==> config.mk <==
export PLATFORM = sky130hd
export DESIGN_NAME = path_tracer
export DESIGN_NICKNAME = d
export VERILOG_FILES = /design/src/rtl/path_tracer_pkg.sv /design/src/rtl/path_stack.sv /design/src/rtl/path_tracer.sv
export SDC_FILE = /design/constraint.sdc
export NUM_CORES = 1
export LEC_CHECK = 0
export CAP_MARGIN = 20
export CORE_AREA = 2 2 121 123
export CTS_BUF_LIST = sky130_fd_sc_hd__clkbuf_8
export DETAILED_ROUTE_END_ITERATION = 6
export DIE_AREA = 0 0 123 125
export MAX_ROUTING_LAYER = met4
export PLACE_DENSITY_LB_ADDON = 0.1
export SLEW_MARGIN = 10
export SYNTH_ARGS = -nofsm -noshare
export SYNTH_HDL_FRONTEND = slang
export SYNTH_SLANG_ARGS = --single-unit
==> constraint.sdc <==
create_clock -name clk_i -period 3.4 [get_ports clk_i]
set_input_delay 0.68 -clock clk_i [delete_from_list [all_inputs] [get_ports clk_i]]
set_output_delay 0.68 -clock clk_i [all_outputs]
set_load 0.02 [all_outputs]
==> src/rtl/path_tracer_pkg.sv <==
// Shared constants and FSM encoding for the shortest-path solver and the path tracer.
// Keeping them here lets both blocks agree on graph size and node width.
package path_tracer_pkg;

    localparam int unsigned N_NODES = 13;
    localparam int unsigned NODE_W  = 4;

    typedef enum logic [1:0] {
        StIdle,
        StWalk,
        StEmit
    } state_e;

endpackage

==> src/rtl/path_stack.sv <==
// LIFO holding the nodes collected while walking predecessors back from the destination.
// Popping from the top yields the path in source-to-destination order.
module path_stack #(
    parameter int unsigned Depth = 13,
    parameter int unsigned Width = 4,
    localparam int unsigned PtrW = $clog2(Depth + 1),
    localparam int unsigned IdxW = (Depth > 1) ? $clog2(Depth) : 1
) (
    input  logic             clk_i,
    input  logic             rst_ni,
    input  logic             clr_i,
    input  logic             push_i,
    input  logic             pop_i,
    input  logic [Width-1:0] data_i,
    output logic [Width-1:0] top_data_o,
    output logic [IdxW-1:0]  top_idx_o,
    output logic             empty_o
);
    import path_tracer_pkg::*;

    logic [Width-1:0] mem_q [Depth];
    logic [PtrW-1:0]  ptr_q;
    logic             full;

    assign full       = (ptr_q == PtrW'(Depth));
    assign empty_o    = (ptr_q == '0);
    assign top_idx_o  = IdxW'(ptr_q - PtrW'(1));
    assign top_data_o = empty_o ? '0 : mem_q[top_idx_o];

    always_ff @(posedge clk_i or negedge rst_ni) begin
        if (!rst_ni) begin
            ptr_q <= '0;
            for (int i = 0; i < Depth; i++) begin
                mem_q[i] <= '0;
            end
        end else if (clr_i) begin
            ptr_q <= '0;
        end else if (push_i && !full) begin
            mem_q[ptr_q] <= data_i;
            ptr_q        <= ptr_q + PtrW'(1);
        end else if (pop_i && !empty_o) begin
            ptr_q <= ptr_q - PtrW'(1);
        end
    end

endmodule

==> src/rtl/path_tracer.sv <==
// Reconstructs a shortest path from a predecessor table by walking back from the destination,
// stacking nodes, then streaming them source-first over a valid/ready interface.
module path_tracer #(
    parameter int unsigned N_NODES = path_tracer_pkg::N_NODES,
    parameter int unsigned NODE_W  = path_tracer_pkg::NODE_W
) (
    input  logic              clk_i,
    input  logic              rst_ni,
    input  logic              pred_we_i,
    input  logic [NODE_W-1:0] pred_waddr_i,
    input  logic [NODE_W-1:0] pred_wdata_i,
    input  logic              start_i,
    input  logic [NODE_W-1:0] start_node_i,
    input  logic [NODE_W-1:0] end_node_i,
    output logic              busy_o,
    output logic              out_valid_o,
    input  logic              out_ready_i,
    output logic [NODE_W-1:0] out_node_o,
    output logic              out_last_o,
    output logic [NODE_W-1:0] path_len_o,
    output logic              err_o
);
    import path_tracer_pkg::*;

    localparam int unsigned IdxW = (N_NODES > 1) ? $clog2(N_NODES) : 1;

    state_e            state_q;
    logic [NODE_W-1:0] pred_q [N_NODES];
    logic [NODE_W-1:0] cur_q;
    logic [NODE_W-1:0] start_q;
    logic [NODE_W:0]   depth_q;
    logic [NODE_W:0]   depth_inc;
    logic              busy_q;
    logic              out_valid_q;
    logic              err_q;
    logic [NODE_W-1:0] path_len_q;

    logic              cur_ok;
    logic              waddr_ok;
    logic              stk_push;
    logic              stk_pop;
    logic              stk_clr;
    logic [NODE_W-1:0] stk_top;
    logic [IdxW-1:0]   stk_idx;
    logic              stk_empty;
    logic              at_last;

    assign cur_ok    = (32'(cur_q) < N_NODES);
    assign waddr_ok  = (32'(pred_waddr_i) < N_NODES);
    assign depth_inc = depth_q + (NODE_W + 1)'(1);
    assign at_last   = !stk_empty && (stk_idx == '0);

    assign stk_clr  = (state_q == StIdle) && start_i;
    assign stk_push = (state_q == StWalk) && cur_ok;
    assign stk_pop  = (state_q == StEmit) && out_ready_i;

    path_stack #(
        .Depth (N_NODES),
        .Width (NODE_W)
    ) u_stack (
        .clk_i      (clk_i),
        .rst_ni     (rst_ni),
        .clr_i      (stk_clr),
        .push_i     (stk_push),
        .pop_i      (stk_pop),
        .data_i     (cur_q),
        .top_data_o (stk_top),
        .top_idx_o  (stk_idx),
        .empty_o    (stk_empty)
    );

    always_ff @(posedge clk_i or negedge rst_ni) begin
        if (!rst_ni) begin
            state_q     <= StIdle;
            cur_q       <= '0;
            start_q     <= '0;
            depth_q     <= '0;
            busy_q      <= 1'b0;
            out_valid_q <= 1'b0;
            err_q       <= 1'b0;
            path_len_q  <= '0;
            for (int i = 0; i < N_NODES; i++) begin
                pred_q[i] <= '0;
            end
        end else begin
            err_q <= 1'b0;
            // The solver may only update the table while no trace is reading it
            if (pred_we_i && !busy_q && waddr_ok) begin
                pred_q[pred_waddr_i] <= pred_wdata_i;
            end
            case (state_q)
                StIdle: begin
                    if (start_i) begin
                        state_q <= StWalk;
                        busy_q  <= 1'b1;
                        start_q <= start_node_i;
                        cur_q   <= end_node_i;
                        depth_q <= '0;
                    end
                end
                StWalk: begin
                    if (!cur_ok) begin
                        state_q <= StIdle;
                        busy_q  <= 1'b0;
                        err_q   <= 1'b1;
                    end else begin
                        depth_q <= depth_inc;
                        if (cur_q == start_q) begin
                            state_q     <= StEmit;
                            out_valid_q <= 1'b1;
                            path_len_q  <= NODE_W'(depth_inc);
                        end else if (32'(depth_inc) == N_NODES) begin
                            // Stack full without reaching the source: cyclic or unreachable
                            state_q <= StIdle;
                            busy_q  <= 1'b0;
                            err_q   <= 1'b1;
                        end else begin
                            cur_q <= pred_q[cur_q];
                        end
                    end
                end
                StEmit: begin
                    if (out_ready_i && at_last) begin
                        state_q     <= StIdle;
                        busy_q      <= 1'b0;
                        out_valid_q <= 1'b0;
                        path_len_q  <= '0;
                        depth_q     <= '0;
                    end
                end
                default: state_q <= StIdle;
            endcase
        end
    end

    assign busy_o      = busy_q;
    assign out_valid_o = out_valid_q;
    assign err_o       = err_q;
    assign path_len_o  = path_len_q;
    assign out_node_o  = out_valid_q ? stk_top : '0;
    assign out_last_o  = out_valid_q && at_last;

endmodule

# After elaboration in Yosys (flattened, before gate mapping)
# Cells that the tools add are included.
# classes
n_addsub	3
magnitude_cmp	8
eq_ne	14
n_mux	49
bitwise_logic	5
reduce_logical	29
# op_table
operator	count
52-bit bitwise mux	2
4-bit two-way mux	18
4-bit binary-select mux with 4-bit select	2
4-bit demux with 4-bit select	2
5-bit >= comparator (second input constant)	4
4-bit inverter with 5-bit output	4
4-bit case mux with 2 select lines	2
5-bit two-way mux	3
5-bit case mux with 3 select lines	1
1-bit logical AND	12
1-bit two-way mux	11
5-bit by 1-bit less-than comparator with 1-bit output (second input constant)	2
2-bit two-way mux	5
5-bit AND reduction	2
4-bit zero test	2
4-bit less-than comparator (second input constant)	2
2-bit != test (second input constant)	4
4-bit AND reduction	2
2-bit case mux with 3 select lines	1
3-bit nonzero test	2
5-bit by 1-bit adder with 5-bit output (second input constant)	1
5-bit by 4-bit equality test with 1-bit output (second input constant)	1
4-bit by 1-bit adder with 4-bit output (second input constant)	1
4-bit equality test	1
other kinds (16)	21
# word_totals
ff_bits	130
in_bits	21
output_inout_bits	12
wordCells	143

# Logic depth before layout (Yosys ltp)
# Gate-level depths: netlist of run 1.
# depth
word_depth	8
depth_mapped	10

# Modules after synthesis
# Synthesis of run 1 repeated with hierarchy kept, for this count alone.
# unflattened
hier_cells	573
area_unflattened_um2	6842.8
# modules_own_cells
module	n_inst	cells_each	area_each_um2
path_tracer	1	324	3836.2
path_stack	1	249	3006.6

# Worst setup path before layout of run 1
# Ideal clock, no wire load.
# synth_timing
kind	reg2out
from	register u_stack.ptr_q[0]
to	output out_node_o[2]
t_arrival_ps	2587
path_slack_ps	133
stages_incl_launch_ff	10
n_path_buf	4
path_cell_list	dfrtp_1 > buf_6 > buf_2 > inv_1 > ha_1 > buf_2 > clkbuf_1 > mux4_2 > mux2i_1 > a211oi_1
# synth_between
elab_chain_len	7
word_cells_on_any_way	8
# synth_rtl
element	line_no	rtl
from (decl)	path_stack.sv:22	logic [PtrW-1:0] ptr_q;
from (signal assigned)	path_stack.sv:40	ptr_q <= ptr_q + PtrW'(1);
from (signal assigned)	path_stack.sv:42	ptr_q <= ptr_q - PtrW'(1);
4-bit by 1-bit subtractor with 4-bit output	path_stack.sv:27	assign top_idx_o = IdxW'(ptr_q - PtrW'(1));
4-bit inverter with 5-bit output (not written as such)	path_stack.sv:28	assign top_data_o = empty_o ? '0 : mem_q[top_idx_o];
4-bit binary-select mux with 4-bit select	path_stack.sv:28	
4-bit two-way mux (not written as such) (2 in series)	path_stack.sv:28	
4-bit two-way mux (*)	path_stack.sv:28	
4-bit two-way mux (*)	path_tracer.sv:140	assign out_node_o = out_valid_q ? stk_top : '0;
to (decl)	path_tracer.sv:18	output logic [NODE_W-1:0] out_node_o,
# Every way passes the cells marked *; elsewhere a longest branch is shown, timed or not. The select of a mux whose other input is x is not followed.

# Final worst setup path of run 1
# layout_timing
from	register u_stack.ptr_q[0]
to	output out_node_o[3]
# The elaborated chain is that of the path after synthesis.

==> results of run 1 <==
[synthesized netlist by cell type, drive strengths merged, types with 5 or more instances]
master / instances
nand2: 39
nor2: 20
nor3b: 7
a21oi: 7
buf: 14
nand3: 13
o21ai: 14
ha: 13
nand2b: 6
nor2b: 6
mux2i: 29
mux2: 113
xnor2: 9
inv: 10
clkbuf: 16
nor3: 7
and2: 5
and3: 7
o22ai: 9
mux4: 12
a211oi: 13
dfrtp: 130
[sequential cells by signal (all words and copies together) (netlist names)]
signal	cells
path_len_o	4
u_stack.mem_q	52
out_valid_o	1
busy_o	1
cur_q	4
state_q	2
u_stack.ptr_q	4
depth_q	5
pred_q	52
err_o	1
start_q	4
[layer usage]
| metal | share of wire, % | up-vias | wire length [µm] |
|---|---|---|---|
| li1 | - | 2022 | - |
| met1 | 45 | 2249 | 6570 |
| met2 | 50 | 90 | 7330 |
| met3 | 3.1 | 22 | 458 |
| met4 | 1.6 | 0 | 240 |
| met5 | 0 | - | 0 |
[cell type report]
cell class | count | area, µm²
Fill cell | 1281 | 6580
Sequential cell | 130 | 3250
Multi-Input combinational cell | 366 | 3220
Timing Repair Buffer | 42 | 434
Clock buffer | 19 | 262
Tap cell | 184 | 230
Clock inverter | 12 | 189
Inverter | 10 | 37.5
[power by group]
part / leakage [nW] / internal [mW] / total (mW) / switching (mW)
sequential: 1.67 / 2.11 / 2.56 / 0.459
clock: 0.234 / 0.900 / 1.49 / 0.593
combinational: 1.62 / 1.56 / 3.17 / 1.62
total: 3.53 / 4.56 / 7.23 / 2.67
[worst register-to-register path, delay by kind of cell, from the launching register on]
family	cells	cell delay, ns
buffers and inverters	2	0.44
AOI/OAI and AO/OA	2	0.65
DFF	1	0.42
and+or+nand+nor	1	0.09
muxes	1	0.39
adders and majority gates	1	0.63
[cells in the final DEF (no fill, tap or decap), types with 6 or more instances in the layout]
master and count:
mux4_2 11, nand3_1 13, buf_4 8, nand2b_1 6
nor2_1 20, inv_1 12, a211oi_1 13, mux2_2 113
o22ai_1 9, xnor2_1 8, nor2b_1 6, mux2i_1 29
clkbuf_8 19, o21ai_0 13, ha_1 12, dfrtp_1 130
clkdlybuf4s50_1 26, a21oi_1 7, nor3_1 6, nand2_1 39
and3_1 7
[worst paths after layout]
| kind | start | endpoint | slack (ns) | depth (start not counted) |
|---|---|---|---|---|
| setup reg to reg | state_q[1] | cur_q[2] | 0.66 | 7 |
| setup / recovery | u_stack.ptr_q[0] | out_node_o[3] | 0.42 | 7 |
| min in group clk_i | start_q[1] | start_q[1] | 0.50 | 2 |
| max in group asynchronous | rst_ni | pred_q[7] | 2.37 | 2 |
| hold / removal | rst_ni | u_stack.mem_q[8] | 0.33 | 1 |
| hold reg to reg | start_q[1] | start_q[1] | 0.50 | 2 |
[cell families (layout without fill, tap and decap cells)]
kind of cell    count (synthesis)  after routing  synth area share (%)
flops                         130            130                  49.0
fa+ha+maj                      13             13                  2.45
xor+xnor                       11             11                  1.45
compound gates                 67             67                  7.19
buf+inv                        40             83                  2.75
mux                           154            154                  27.7
simple gates                  121            121                  9.41
[repair_timing]
action / in CTS / in global routing
gates cloned: 0 / 0
setup endpoints to repair: 5 / 5
gates resized for setup: 3 / 7
==> metrics, run 1 <==
vias in the first global route=4693; DP Area=7140 µm²; slowest CP cell=dfrtp_1; clock slew at reported path FFs=0.08 ns; H-Tree Depth=4; Pre-antenna DRT Iters=5; I/O Buffers=32; Worst Clk Skew=0.00879 ns; cts hold-fix bufs=0; pwr/cell area=948 nW/µm²; Total Power=7.23 mW; sequential fraction of the synthesis area=49.0%; Max Fclk=0.336 GHz; chip height=125 µm; run status=finished, final reports clean; Detailed Place HPWL=10.3 mm; area of the core=14200 µm²; Final ANT Viol Nets=0; Initial Util=46.7%; GRT met1 Usage=27.1%; Peak supply drop=0.382 mV; global route overflow=0; Mapped Cells=536; top cells by area, synth=dfrtp_1 (49%), mux2_2 (19%), mux2i_1 (4.4%); Startpoint Class=flop; final hold violation count=0; area share of the largest cell type after synthesis=49.0%; met2 Use GR=34.1%; worst slack, placed=0.257 ns; CP endpoint kind=output pin; number of diodes=0; grt peak-use layer=met2; syn nets=570; cell taking the most area after synthesis=dfrtp_1; Setup WS post-layout=0.420 ns; largest net degree at the start of global routing=63; max_slew headroom=45.1%; Tcrit/Tclk final=87.7%; Worst Path Buf+Inv=3; final hold slack=0.334 ns; Core Rows=44; Setup Buffers After CTS=0; yosys warns=0; cts bufs inserted=17; final instance count without filler cells=763; Final Slew Violations=0; total negative setup slack=0 ns; GRT Util Overall=21.3%; 1st-iter DRT viols=276; Distinct cells, synth=48; post-layout util=53.7%; post-layout min period=2.98 ns; Worst path max stage delay=0.39 ns; gp weighted congestion=0.802; I/O pin count=33; FF+latch count, synth=130; Final setup viols=0; family with the most delay on the worst path=buffers and inverters; die area=15400 µm²; CTS Sinks=130; Worst Hold Class=input port to asynchronous set/reset pin; async set-reset flop share out of synthesis=100%; Post-Place Cells=732; max-cap violation count=0; Critical Path AT=2.30 ns; worst skew pair latency=0.44 ns; routed len/inst=19.1 µm; CP Cell Sequence=inv_1, ha_1, xnor2_1, buf_4, mux2i_1, a211oi_1, dlymetal6s2s_1; CP Data Required Time=2.72 ns; vias per inst=5.74; Longest Clk Path Bufs=2; ratio of cells with drive above 1 in the final layout=30.6%; Nets=601; CTS tree=yes; post-synthesis instance area=6630 µm²; residual DRC count=0; CP max FO=12; Total Wirelength=14.6 mm; via count=4383; CP Class=flop to output pin; RSZ-0062 raised after global routing=false; final non-filler cell area=7630 µm²; Layout area overhead=15.0%; grt met3 use=4.52%; Die W=123 µm; root buf cell=clkbuf_8; first-pass GRT wire length=24.3 mm; Worst Max-Slew Pin Slew=0.824 ns; initial antenna violation count=0; EDFF count, synth=0; Syn Area/Cell=12.4 µm²; leading register cell type out of synthesis=dfrtp_1; leakage=3.53 nW
(Power assumes the default switching activity.)
==> inputs of run 2 (changes only) <==
--- a/config.mk
+++ b/config.mk
@@ -6,12 +6,13 @@
 export NUM_CORES = 1
 export LEC_CHECK = 0
 export CAP_MARGIN = 20
-export CORE_AREA = 2 2 121 123
+export CORE_AREA = 2 2 116 118
 export CTS_BUF_LIST = sky130_fd_sc_hd__clkbuf_8
 export DETAILED_ROUTE_END_ITERATION = 6
-export DIE_AREA = 0 0 123 125
+export DIE_AREA = 0 0 118 120
 export MAX_ROUTING_LAYER = met4
 export PLACE_DENSITY_LB_ADDON = 0.1
+export SKIP_CTS_REPAIR_TIMING = 1
 export SLEW_MARGIN = 10
 export SYNTH_ARGS = -nofsm -noshare
 export SYNTH_HDL_FRONTEND = slang
==> metrics, run 2 (synthesized netlist as in run 1, its figures left out) <==
Final ANT Viol Nets=0; Longest Clk Path Bufs=2; I/O Buffers=32; Setup WS post-layout=0.150 ns; leakage=3.51 nW; vias in the first global route=4432; GRT Util Overall=22.2%; Worst Clk Skew=0.00908 ns; final hold slack=0.246 ns; number of diodes=0; Startpoint Class=flop; I/O pin count=33; Final setup viols=0; worst slack, placed=0.340 ns; Top Registers=pred_q x52, u_stack.mem_q x52, depth_q x5; max-cap violation count=0; area of the core=13000 µm²; H-Tree Depth=4; R2R Path Start=cur_q[1]; Layout area overhead=15.1%; Die W=118 µm; cts bufs inserted=17; RSZ-0062 raised after global routing=false; Final Slew Violations=0; Worst Hold Class=input port to asynchronous set/reset pin; clock slew at reported path FFs=0.07 ns; Post-Place Cells=727; largest net degree at the start of global routing=83; final non-filler cell area=7640 µm²; Max Fclk=0.308 GHz; residual DRC count=0; ratio of cells with drive above 1 in the final layout=31.4%; Core Rows=42; Detailed Place HPWL=9.98 mm; Nets=604; final hold violation count=0; # fillers=1051; first-pass GRT wire length=23.5 mm; DP Area=7140 µm²; crit path launch=u_stack.ptr_q[1]; root buf cell=clkbuf_8; CTS Sinks=130; CP Class=flop to output pin; most common cell after layout, fill and taps aside=dfrtp_1; Pre-antenna DRT Iters=4; via count=4414; worst skew pair latency=0.45 ns; pwr/cell area=956 nW/µm²; run status=finished, final reports clean; CP endpoint kind=output pin; global route overflow=0; chip height=120 µm; max_slew headroom=44.2%; 1st-iter DRT viols=366; CP max FO=6; Tcrit/Tclk final=95.6%; commonest non-fill, non-tap cells in the layout=dfrtp_1 (129), mux2_2 (113), nand2_1 (39); initial antenna violation count=0; Worst Max-Slew Pin Slew=0.838 ns; vias per inst=5.82; Critical Path AT=2.57 ns; post-layout min period=3.25 ns; routed len/inst=18.9 µm; CP Data Required Time=2.72 ns; Initial Util=51.1%; CTS tree=yes; final instance count without filler cells=759; die area=14200 µm²; Peak supply drop=0.565 mV; Total Wirelength=14.3 mm; gp weighted congestion=0.826
[run 2: changes by cell type in the layout (fill, tap and decap cells not counted), sizes merged]
cell / delta
buf: +3
clkbuf: +1
dlymetal6s2s: -1
clkinvlp: +3
inv: -1
clkinv: -2
clkdlybuf4s50: +1
[run 2: final cells by class]
cell class | instances | area [µm²] | area share, %
multi-input cells | 366 | 3210 | 42.0
inverters | 10 | 37.5 | 0.492
clock buffers | 20 | 275 | 3.60
repair buffers | 45 | 438 | 5.73
well taps | 176 | 220 | 2.88
flip-flops and latches | 130 | 3250 | 42.6
clock inverters | 12 | 203 | 2.65
[run 2: stage by stage]
step	utilization [%]	power (mW)	TNS, ns
final	58.8	7.30	0
after global routing	58.8	7.75	0
after CTS	58.7	7.32	-0.760
after detailed placement	55.0	5.75	0
after global placement	55.0	5.64	0
after floorplan	-	4.83	0
[run 2: worst paths after layout]
| check | to | slack (ns) | depth (start not counted) |
|---|---|---|---|
| max | out_last_o | 0.15 | 7 |
| min | u_stack.mem_q[18] | 0.25 | 2 |
| max reg2reg | u_stack.mem_q[33] | 0.94 | 5 |
| min reg2reg | pred_q[51] | 0.50 | 1 |
| max in group asynchronous | u_stack.ptr_q[1] | 2.58 | 2 |
| min in group clk_i | pred_q[51] | 0.50 | 1 |
[run 2: worst max-delay path: stages (launching register included)]
cell             delay (ns)
dfrtp_2                0.43
inv_1                  0.11
ha_1                   0.25
or2_2                  0.30
o21ai_2                0.21
nand3_1                0.10
nor2_1                 0.11
clkdlybuf4s50_1        0.62
[run 2: where the power goes]
part / switching (mW) / total (mW) / internal, mW
registers: 0.422 / 2.53 / 2.11
clock network: 0.632 / 1.56 / 0.933
logic: 1.65 / 3.20 / 1.55
[run 2: routing by layer]
layer	vias up	wire [µm]	track usage, %
met5	-	0	-
met4	0	211	6.93
met3	19	581	5.32
met2	92	6900	34.8
met1	2279	6660	29.0
li1	2024	-	-
